$ cat src/rtl/arbitro_pilha.sv
// rtl/arbitro_pilha.sv - UC/ULA arbiter and sequencer for the 8-bit, 16-deep operand stack
// Optional build macro ARB_UC_PRIO_EN: fixed UC priority instead of round-robin.
module arbitro_pilha #(
    parameter int WIDTH = 8,
    parameter int DEPTH = 16,
    parameter int CW    = 5
) (
    input  logic             clk,
    input  logic             rst,
    input  logic             uc_req,
    input  logic             uc_pop,
    input  logic [WIDTH-1:0] uc_din,
    output logic             uc_ack,
    output logic             uc_err,
    input  logic             ula_req,
    input  logic             ula_pop,
    input  logic [WIDTH-1:0] ula_din,
    output logic             ula_ack,
    output logic             ula_err,
    output logic [WIDTH-1:0] rd_data,
    output logic             stk_push,
    output logic             stk_pop,
    output logic             stk_sel,
    output logic [WIDTH-1:0] stk_din,
    input  logic [WIDTH-1:0] stk_dout,
    output logic [CW-1:0]    depth,
    output logic             full,
    output logic             empty
);

    typedef enum logic [1:0] {IDLE, CMD, WAIT, RESP} state_t;

    state_t           state_q;
    logic             win_q, op_q;
    logic [WIDTH-1:0] data_q, rd_q, stk_din_q;
    logic [CW-1:0]    depth_q;
    logic             stk_push_q, stk_pop_q, stk_sel_q;
    logic             uc_ack_q, uc_err_q, ula_ack_q, ula_err_q;

    logic             win_d, op_d, rej_d;
    logic [WIDTH-1:0] data_d;

`ifndef ARB_UC_PRIO_EN
    logic             last_q;  // id of the requester served last
`endif

    assign full  = (depth_q == CW'(DEPTH));
    assign empty = (depth_q == '0);

    always_comb begin
`ifdef ARB_UC_PRIO_EN
        win_d = !uc_req;
`else
        win_d = (uc_req && ula_req) ? !last_q : !uc_req;
`endif
        op_d   = win_d ? ula_pop : uc_pop;
        data_d = win_d ? ula_din : uc_din;
        rej_d  = op_d ? empty : full;
    end

    always_ff @(posedge clk) begin
        if (rst) begin
            state_q    <= IDLE;
            win_q      <= 1'b0;
            op_q       <= 1'b0;
            data_q     <= '0;
            rd_q       <= '0;
            stk_din_q  <= '0;
            depth_q    <= '0;
            stk_push_q <= 1'b0;
            stk_pop_q  <= 1'b0;
            stk_sel_q  <= 1'b0;
            uc_ack_q   <= 1'b0;
            uc_err_q   <= 1'b0;
            ula_ack_q  <= 1'b0;
            ula_err_q  <= 1'b0;
`ifndef ARB_UC_PRIO_EN
            last_q     <= 1'b1;
`endif
        end else begin
            // strobes and acks are single-cycle pulses unless re-armed below
            stk_push_q <= 1'b0;
            stk_pop_q  <= 1'b0;
            uc_ack_q   <= 1'b0;
            uc_err_q   <= 1'b0;
            ula_ack_q  <= 1'b0;
            ula_err_q  <= 1'b0;
            case (state_q)
                IDLE: begin
                    if (uc_req || ula_req) begin
                        win_q  <= win_d;
                        op_q   <= op_d;
                        data_q <= data_d;
                        if (rej_d) begin
                            state_q   <= RESP;
                            uc_ack_q  <= !win_d;
                            uc_err_q  <= !win_d;
                            ula_ack_q <= win_d;
                            ula_err_q <= win_d;
                        end else begin
                            state_q    <= CMD;
                            stk_push_q <= !op_d;
                            stk_pop_q  <= op_d;
                            stk_sel_q  <= win_d;
                            stk_din_q  <= data_d;
                        end
                    end
                end
                CMD: begin
                    if (op_q) begin
                        depth_q <= depth_q - CW'(1);
                        state_q <= WAIT;
                    end else begin
                        depth_q   <= depth_q + CW'(1);
                        state_q   <= RESP;
                        uc_ack_q  <= !win_q;
                        ula_ack_q <= win_q;
                    end
                end
                WAIT: begin
                    rd_q      <= stk_dout;
                    state_q   <= RESP;
                    uc_ack_q  <= !win_q;
                    ula_ack_q <= win_q;
                end
                RESP: begin
`ifndef ARB_UC_PRIO_EN
                    last_q  <= win_q;
`endif
                    state_q <= IDLE;
                end
                default: state_q <= IDLE;
            endcase
        end
    end

    assign uc_ack   = uc_ack_q;
    assign uc_err   = uc_err_q;
    assign ula_ack  = ula_ack_q;
    assign ula_err  = ula_err_q;
    assign rd_data  = rd_q;
    assign stk_push = stk_push_q;
    assign stk_pop  = stk_pop_q;
    assign stk_sel  = stk_sel_q;
    assign stk_din  = stk_din_q;
    assign depth    = depth_q;

    // data_q is kept for debug visibility of the latched request
    logic unused_data;
    assign unused_data = ^data_q;

endmodule

$ cat config.mk
export PLATFORM = sky130hd
export DESIGN_NAME = arbitro_pilha
export DESIGN_NICKNAME = d
export VERILOG_FILES = /design/src/rtl/arbitro_pilha.sv
export SDC_FILE = /design/constraint.sdc
export NUM_CORES = 1
export LEC_CHECK = 0
export ABC_AREA = 1
export BUFFER_PORTS_ARGS = -buffer_cell sky130_fd_sc_hd__buf_2
export CAP_MARGIN = 20
export CORE_ASPECT_RATIO = 0.75
export CORE_MARGIN = 5
export CORE_UTILIZATION = 53
export CTS_CLUSTER_DIAMETER = 60
export CTS_CLUSTER_SIZE = 30
export DETAILED_ROUTE_END_ITERATION = 10
export PLACE_DENSITY = 0.84
export RECOVER_POWER = 25
export SLEW_MARGIN = 40
export SYNTH_ARGS = -nofsm -noshare
export SYNTH_HDL_FRONTEND = slang
export SYNTH_SLANG_ARGS = --single-unit
export TNS_END_PERCENT = 50
$ cat constraint.sdc
create_clock -name clk -period 4.2 [get_ports clk]
set_clock_uncertainty 0.2 [all_clocks]
set_input_delay 0.63 -clock clk [delete_from_list [all_inputs] [get_ports clk]]
set_output_delay 0.63 -clock clk [all_outputs]
set_load 0.05 [all_outputs]
==> out/qor.csv, run 1 <==
metric,value,unit
cellPowerDensity,851,nW/um^2
dp_hpwl,2.99,mm
grt_pass1_vias,1526,
grt_use_total,0.190,
cp_max_fo,18,
final_cell_mix,"buf_2, nand2_1, nor2_1",
worstMarginPinSlew,0.641,ns
fin_crit_sh,0.541,
ctsHoldBuffers,0,
n_antenna_cell,0,
grt_max_degree,22,
clkTransAtPathRegs,0.07,ns
crit_path_frequent_cell,nand2_1,
nFillCells,274,
syn_avg_cell_area,7.16,um^2
crit_required,4.23,ns
drt_wl_total,4.12,mm
die_area,4490,um^2
multi_input_area,866,um^2
final_common_cell,buf_2,
synthToLayoutAreaGrowth,21.5,%
tns,0,ns
die_h,59.3,um
ys_ff_latch,33,
maxSlewHeadroom,0.572,
core,3020,um^2
routed-via-count,1672,
cts_inserted_buffers,5,
fin_cells,337,
rsz0062_at_grt,no,
wire_per_inst,12.2,um
min_period,2.27,ns
cp.arrival,2.30,ns
cts_setup_buffers,0,
dr.pass1.iters,4,
power,1780,uW
cp_top_family,simple AND/OR/NAND/NOR gates,
worstHoldPathType,flop to flop,
cts_tree,done,
dpl-instance-area,2000,um^2
crit_type,input port to flop,
num_rows,17,
drt_iter0_markers,101,
io_buffers,59,
seq_area_frac_synth,0.384,
p_leak,0.00115,uW
end_kind,flop,
place_inst,329,
ctsResizeCount,0,
clk_path_buf_depth,2,
finalWeightedCongestion,0.876,
initial_utilization,0.569,
grt_overflow_total,0,
yosysUniqueCellTypes,25,
status,completed,
drive_gt1_frac,0.211,
syn_nets,280,
max_stage_delay,0.35,ns
hold_viol,0,
startpoint_type,input port,
setup_viol,0,
regArea,661,um^2
maxCapViolCount,0,
yosysWarnings,0,
fmax,440,MHz
via_per_inst,4.96,
nNetsFinal,338,
cts-root-buf,clkbuf_8,
detail-route-antenna-nets,0,
cp_slowest_cell,nand2_1,
ios,60,
antenna_found_initial,0,
drc_errors,0,
stdcell_area,2090,um^2
syn_inst,240,
syn_area,1720,um^2
fp.dieW,75.8,um
maxSlewViolCount,0,
htreeDepth,2,
path_buf_inv,2,
ir_drop,0.000487,V
clk_latency,0.28,ns
cts.sinks,33,
crit_chain,buf_2 -> nand2_1 -> nand2_1 -> nand2_1 -> nand3_2 -> nand2_4 -> nand2_1 -> nor2_1 -> nand2_1 -> inv_1,
grt_pass1_wl,6.56,mm
## tightest hold or removal path: stages, from the launching register on
cell and delay, ns:
dfxtp_1 0.32, nand3_1 0.08, nand2_1 0.04
## final timing paths
path / depth (start not counted) / to / slack (ns) / from
worst max-delay path: 10 / stk_push / 1.93 / ula_req
worst min-delay path: 2 / stk_sel / 0.28 / stk_sel
worst max register to register: 10 / stk_push / 2.02 / last_q
worst min register to register: 2 / stk_sel / 0.28 / stk_sel
## per-stage QoR
step                 util  hold WS, ns  setup WS [ns]
CTS                 0.697        0.275           2.06
floorplan               -        0.254           2.14
global route        0.691        0.312           1.69
finish              0.691        0.279           1.93
global placement    0.663        0.259           1.95
detailed placement  0.663        0.266           1.85
## cell families (layout without fill, tap and decap cells)
family	count (synthesis)	in the layout	synth area share
fa+ha+maj	10	10	0.0771
compound gates	39	39	0.115
xor+xnor	4	4	0.0204
flops	33	33	0.384
simple gates	111	111	0.293
buf+inv	43	102	0.111
## metal layers
metal,vias to the layer above,GRT usage,routed length [um]
li1,871,-,-
met1,749,0.254,1950
met2,46,0.291,1890
met3,6,0.0525,228
met4,0,0.0698,55
met5,-,0,0
## report_power, final
| group | total (uW) | internal, uW | leakage [uW] | switching, uW |
|---|---|---|---|---|
| clock | 261 | 148 | 0.0000542 | 113 |
| sequential | 508 | 427 | 0.000271 | 80.7 |
| combinational | 1010 | 258 | 0.000828 | 750 |
## flip-flops by register name (all words and copies together), names as in the netlist
name / cells
ula_ack: 1
stk_push: 1
stk_pop: 1
win_q: 1
stk_din: 8
last_q: 1
uc_err: 1
rd_data: 8
state_q: 2
depth: 5
stk_sel: 1
op_q: 1
ula_err: 1
uc_ack: 1
## layout make-up
| class | count | share of cell area |
|---|---|---|
| sequential | 33 | 0.316 |
| inverter | 35 | 0.0629 |
| tap | 38 | 0.0228 |
| clock buffer | 7 | 0.0461 |
| multi-input combinational | 164 | 0.415 |
| clock inverter | 1 | 0.00240 |
| timing repair buffer | 59 | 0.135 |
## synthesized netlist by cell type (all sizes together)
| master | instances | share of area |
|---|---|---|
| nand4 | 1 | 0.0036 |
| buf | 6 | 0.030 |
| or2 | 1 | 0.0036 |
| nand3 | 26 | 0.096 |
| o21ai | 17 | 0.049 |
| a21oi | 21 | 0.061 |
| inv | 34 | 0.074 |
| xor2 | 3 | 0.015 |
| clkinv | 1 | 0.0022 |
| nand2 | 45 | 0.10 |
| xnor2 | 1 | 0.0051 |
| dfxtp | 33 | 0.38 |
| ha | 9 | 0.066 |
| fa | 1 | 0.012 |
| nand3b | 1 | 0.0044 |
| a211oi | 1 | 0.0044 |
| nor2 | 37 | 0.081 |
| clkbuf | 2 | 0.0044 |
Power figures use the tool's default switching activity.
==> inputs of run 2 (changes only) <==
--- a/config.mk
+++ b/config.mk
@@ -10,11 +10,11 @@
 export CAP_MARGIN = 20
 export CORE_ASPECT_RATIO = 0.75
 export CORE_MARGIN = 5
-export CORE_UTILIZATION = 53
+export CORE_UTILIZATION = 45
 export CTS_CLUSTER_DIAMETER = 60
 export CTS_CLUSTER_SIZE = 30
 export DETAILED_ROUTE_END_ITERATION = 10
-export PLACE_DENSITY = 0.84
+export PLACE_DENSITY = 0.76
 export RECOVER_POWER = 25
 export SLEW_MARGIN = 40
 export SYNTH_ARGS = -nofsm -noshare
==> constraint.sdc (replaced) <==
create_clock -name clk -period 1.8 [get_ports clk]
set_clock_uncertainty 0.2 [all_clocks]
set_input_delay 0.27 -clock clk [delete_from_list [all_inputs] [get_ports clk]]
set_output_delay 0.27 -clock clk [all_outputs]
set_load 0.05 [all_outputs]
==> out/qor.csv, run 2 (synthesis gave the netlist of run 1 again) <==
metric,value,unit,change
dp_hpwl,2.99,mm,about the same
cp.arrival,1.30,ns,-1.00 ns
clk_latency,0.28,ns,about the same
die_h,63.5,um,+7.1%
drive_gt1_frac,0.238,,+0.0271
core,3680,um^2,+22%
setup_viol,0,,unchanged
ios,60,,unchanged
grt_pass1_wl,6.27,mm,-4.4%
antenna_found_initial,0,,unchanged
p_leak,0.00118,uW,+2.3%
maxSlewHeadroom,0.600,,+0.0277
worst_slack,0.0253,ns,-1.90 ns
rsz0062_at_grt,yes,,
num_rows,19,,+2
worstHoldStart,stk_dout[4],,
r2r_start,depth[0],,
routed-via-count,1639,,-2.0%
fp.dieW,81.4,um,+7.4%
detail-route-antenna-nets,0,,unchanged
clk_path_buf_depth,2,,unchanged
dpl_worst_slack,0.0869,ns,-1.77 ns
initial_utilization,0.467,,-0.103
die_area,5170,um^2,+15%
fin_crit_sh,0.986,,
drt_iter0_markers,131,,+30%
synthToLayoutAreaGrowth,26.1,%,
grt_pass1_vias,1424,,-6.7%
drc_errors,0,,unchanged
cts-root-buf,clkbuf_8,,
final_cell_mix,"buf_2, nand2_1, nor2_1",,
status,completed,,
worstHoldPathType,input port to flop,,
nNetsFinal,346,,+2.4%
fin_util,0.588,,-0.103
end_kind,output port,,
final_common_cell,buf_2,,
htreeDepth,2,,unchanged
dr.pass1.iters,5,,+1
ff2ff_setup_slack,0.12,ns,-1.90 ns
cts.sinks,33,,unchanged
io_buffers,59,,unchanged
crit_start,depth[0],,
maxCapViolCount,0,,unchanged
crit_type,flop to output port,,
startpoint_type,flop,,
cts_tree,done,,
crit_required,1.33,ns,-2.90 ns
ir_drop,0.000935,V,+92%
clkTransAtPathRegs,0.07,ns,about the same
cp_max_fo,4,,-14
grt_use_total,0.152,,-0.0384
min_period,1.77,ns,
fmax,563,MHz,
cellPowerDensity,1910,nW/um^2,+120%
drt_wl_total,3.90,mm,-5.4%
hold_viol,0,,unchanged
maxSlewViolCount,0,,unchanged
grt_overflow_total,0,,unchanged
wire_per_inst,10.9,um,-11%
via_per_inst,4.57,,-8.0%
finalWeightedCongestion,0.840,,-4.1%
ctsHoldBuffers,0,,unchanged
n_antenna_cell,0,,unchanged
cts_inserted_buffers,5,,unchanged
worstMarginPinSlew,0.603,ns,-0.0382 ns
grt_max_degree,19,,-14%
==> run 2: area by class of cell <==
class,instances,area (um^2)
multi-input cells,164,876
inverters,35,131
well taps,52,65.1
clock inverters,2,10.0
clock buffers,6,72.6
flip-flops and latches,33,668
fillers,345,1520
repair buffers,67,344
==> run 2: power breakdown <==
| part | switching [uW] | internal, uW | leakage (uW) |
|---|---|---|---|
| registers | 167 | 1010 | 0.000273 |
| clock network | 264 | 268 | 0.0000450 |
| logic | 1770 | 666 | 0.000862 |
==> run 2: worst max-delay path: stages, from the launching register on <==
cell and delay [ns]:
dfxtp_4 0.35, nor2_1 0.18, nand3_1 0.17, inv_1 0.09, clkbuf_4 0.22
==> run 2: final timing paths <==
| check | to | cells after the start |
|---|---|---|
| worst max-delay path | full | 4 |
| worst min-delay path | rd_data[4] | 3 |
| worst max register to register | depth[4] | 7 |
| worst min register to register | stk_sel | 2 |
==> run 2: what timing repair did <==
item	in CTS	in global routing
gates resized for setup	0	4
hold endpoints to repair	0	0
setup buffers	0	0
endpoints found under the setup margin	0	4
==> run 2: per-stage QoR <==
step | area [um^2] | hold WS, ns | instances | power [uW] | TNS [ns]
after global placement | 2090 | 0.258 | 351 | 3590 | 0
after global routing | 2170 | 0.0198 | 359 | 4470 | -0.0866
after detailed placement | 2090 | 0.272 | 351 | 3620 | 0
after floorplan | 1730 | 0.205 | 240 | 3100 | 0
final | 2170 | 0.0106 | 359 | 4150 | 0
after CTS | 2170 | 0.00638 | 359 | 4150 | 0
==> run 2: routing by layer <==
metal | vias to the layer above | track usage | wire length [um]
met1 | 705 | 0.216 | 1900
met3 | 2 | 0.0313 | 220
li1 | 890 | - | -
met4 | 0 | 0.0506 | 27
met5 | - | 0 | 0
met2 | 42 | 0.225 | 1760
==> inputs of run 3 (changes only) <==
--- a/config.mk
+++ b/config.mk
@@ -8,9 +8,11 @@
 export ABC_AREA = 1
 export BUFFER_PORTS_ARGS = -buffer_cell sky130_fd_sc_hd__buf_2
 export CAP_MARGIN = 20
+export CELL_PAD_IN_SITES_DETAIL_PLACEMENT = 0
+export CELL_PAD_IN_SITES_GLOBAL_PLACEMENT = 2
 export CORE_ASPECT_RATIO = 0.75
 export CORE_MARGIN = 5
-export CORE_UTILIZATION = 45
+export CORE_UTILIZATION = 24
 export CTS_CLUSTER_DIAMETER = 60
 export CTS_CLUSTER_SIZE = 30
 export DETAILED_ROUTE_END_ITERATION = 10
==> out/qor.csv, run 3 (synthesis gave the netlist of run 1 again) <==
metric,value,unit,change
final_common_cell,buf_2,,
worstHoldPathType,input port to flop,,
detail-route-antenna-nets,0,,unchanged
die_h,83.3,um,+31%
grt_overflow_total,0,,unchanged
finalWeightedCongestion,0.734,,-13%
end_kind,output port,,
met2_usage,0.144,,-0.0801
fin_crit_sh,0.937,,-0.0488
wire_per_inst,11.5,um,+6.0%
grt_pass1_wl,7.66,mm,+22%
fp.dieW,108,um,+32%
clk_path_buf_depth,2,,unchanged
antenna_found_initial,0,,unchanged
drt_iter0_markers,47,,-64%
final_cell_mix,"buf_2, nand2_1, nor2_1",,
maxSlewHeadroom,0.573,,-0.0272
ir_drop,0.000744,V,-20%
dpl_worst_slack,0.108,ns,+0.0208 ns
status,completed,,
num_rows,26,,+7
ff2ff_path_depth,7,,unchanged
busiest_layer,met1,,
grt_max_degree,22,,+3
core,6900,um^2,+87%
drive_gt1_frac,0.247,,+0.00897
maxSlewViolCount,0,,unchanged
grt_use_total,0.105,,-0.0467
worst_slack,0.113,ns,+0.0879 ns
max_stage_delay,0.36,ns,about the same
regArea,668,um^2,unchanged
cp_max_fo,5,,+1
cts-root-buf,clkbuf_8,,
p_leak,0.00119,uW,+1.2%
clkTransAtPathRegs,0.07,ns,about the same
worstHoldPathCells,3,,unchanged
clk_latency,0.28,ns,about the same
tns,0,ns,unchanged
io_buffers,59,,unchanged
drc_errors,0,,unchanged
r2r_start,depth[0],,
htreeDepth,2,,unchanged
min_period,1.69,ns,-0.0879 ns
nNetsFinal,347,,+0.29%
startpoint_type,flop,,
cts_inserted_buffers,5,,unchanged
synthToLayoutAreaGrowth,32.8,%,
maxCapViolCount,0,,unchanged
cts_tree,done,,
cp_slowest_cell,dfxtp_4,,
routed-via-count,1662,,+1.4%
crit_chain,nor2_2 -> nand3_1 -> inv_1 -> buf_4,,
setup_viol,0,,unchanged
cp_top_family,flip-flops,,
cts_setup_buffers,0,,unchanged
cp.arrival,1.22,ns,-0.08 ns
crit_type,flop to output port,,
worstHoldStart,stk_dout[3],,
cts.sinks,33,,unchanged
via_per_inst,4.09,,-10%
initial_utilization,0.249,,-0.217
r2r_end,depth[4],,
grt_use_met1,0.151,,-0.0648
rsz0062_at_grt,no,,
die_area,8970,um^2,+74%
ios,60,,unchanged
drt_wl_total,4.68,mm,+20%
holdPathEnd,rd_data[3],,
grt_use_met3,0.0357,,+0.00432
crit_required,1.33,ns,about the same
dp_hpwl,3.53,mm,+18%
cellPowerDensity,1940,nW/um^2,+1.6%
nFillCells,802,,+130%
grt_pass1_vias,1586,,+11%
dr.pass1.iters,4,,-1
worstMarginPinSlew,0.640,ns,+0.0375 ns
ff2ff_setup_slack,0.15,ns,+0.03 ns
fmax,593,MHz,+5.2%
path_buf_inv,2,,unchanged
ctsHoldBuffers,0,,unchanged
n_antenna_cell,0,,unchanged
multi_input_area,892,um^2,+1.9%
hold_viol,0,,unchanged
[run 3: cell types whose count changed in the layout (fill, tap and decap cells not counted), sizes merged]
cell / previous run / this run
buf: 52 / 54
clkinv: 3 / 1
bufinv: 0 / 1
[run 3: layout make-up]
class | count | area share
sequential | 33 | 0.293
inverter | 35 | 0.0586
clock buffer | 7 | 0.0378
timing repair buffer | 68 | 0.153
clock inverter | 1 | 0.0132
multi-input combinational | 164 | 0.391
tap | 98 | 0.0537
[run 3: worst max-delay path by stage]
stage | from | endpoint | slack [ns] | cells after the start
finish | depth[1] | full | 0.11 | 4
global route | state_q[0] | state_q[1] | 0.01 | 7
CTS | depth[0] | empty | 0.009 | 4
detailed placement | state_q[0] | stk_pop | 0.11 | 8
global placement | state_q[0] | stk_pop | 0.09 | 8
floorplan | depth[0] | depth[4] | 0.04 | 7
[run 3: worst min-delay path, stage by stage]
cell and delay, ns:
buf_2 0.07, nor2_1 0.03, nor2_1 0.08
[run 3: routing by layer]
layer  routed length [um]  share of wire
met1                 2430           0.52
met2                 1840           0.39
met3                  351          0.075
met4                   53          0.011
met5                    0              0
[run 3: through the flow]
stage	instance area [um^2]	hold slack (ns)	utilization	instances	power, uW
detailed placement	2150	0.265	0.312	398	3680
finish	2280	0.00916	0.331	406	4440
global route	2280	0.0358	0.331	406	4790
global placement	2150	0.272	0.312	398	3690
CTS	2270	0.00213	0.330	406	4450
floorplan	1730	0.205	-	240	3100
[run 3: report_power, final]
part | internal (uW) | leakage [uW] | switching (uW)
sequential | 1010 | 0.000273 | 187
clock | 451 | 0.0000585 | 279
combinational | 695 | 0.000863 | 1820
total | 2160 | 0.00119 | 2280
[run 3: what timing repair did]
| item | CTS | global route |
|---|---|---|
| gates cloned | 0 | 0 |
| endpoints found under the setup margin | 2 | 14 |
| gates resized for setup | 2 | 8 |
| endpoints found under the hold margin | 0 | 0 |
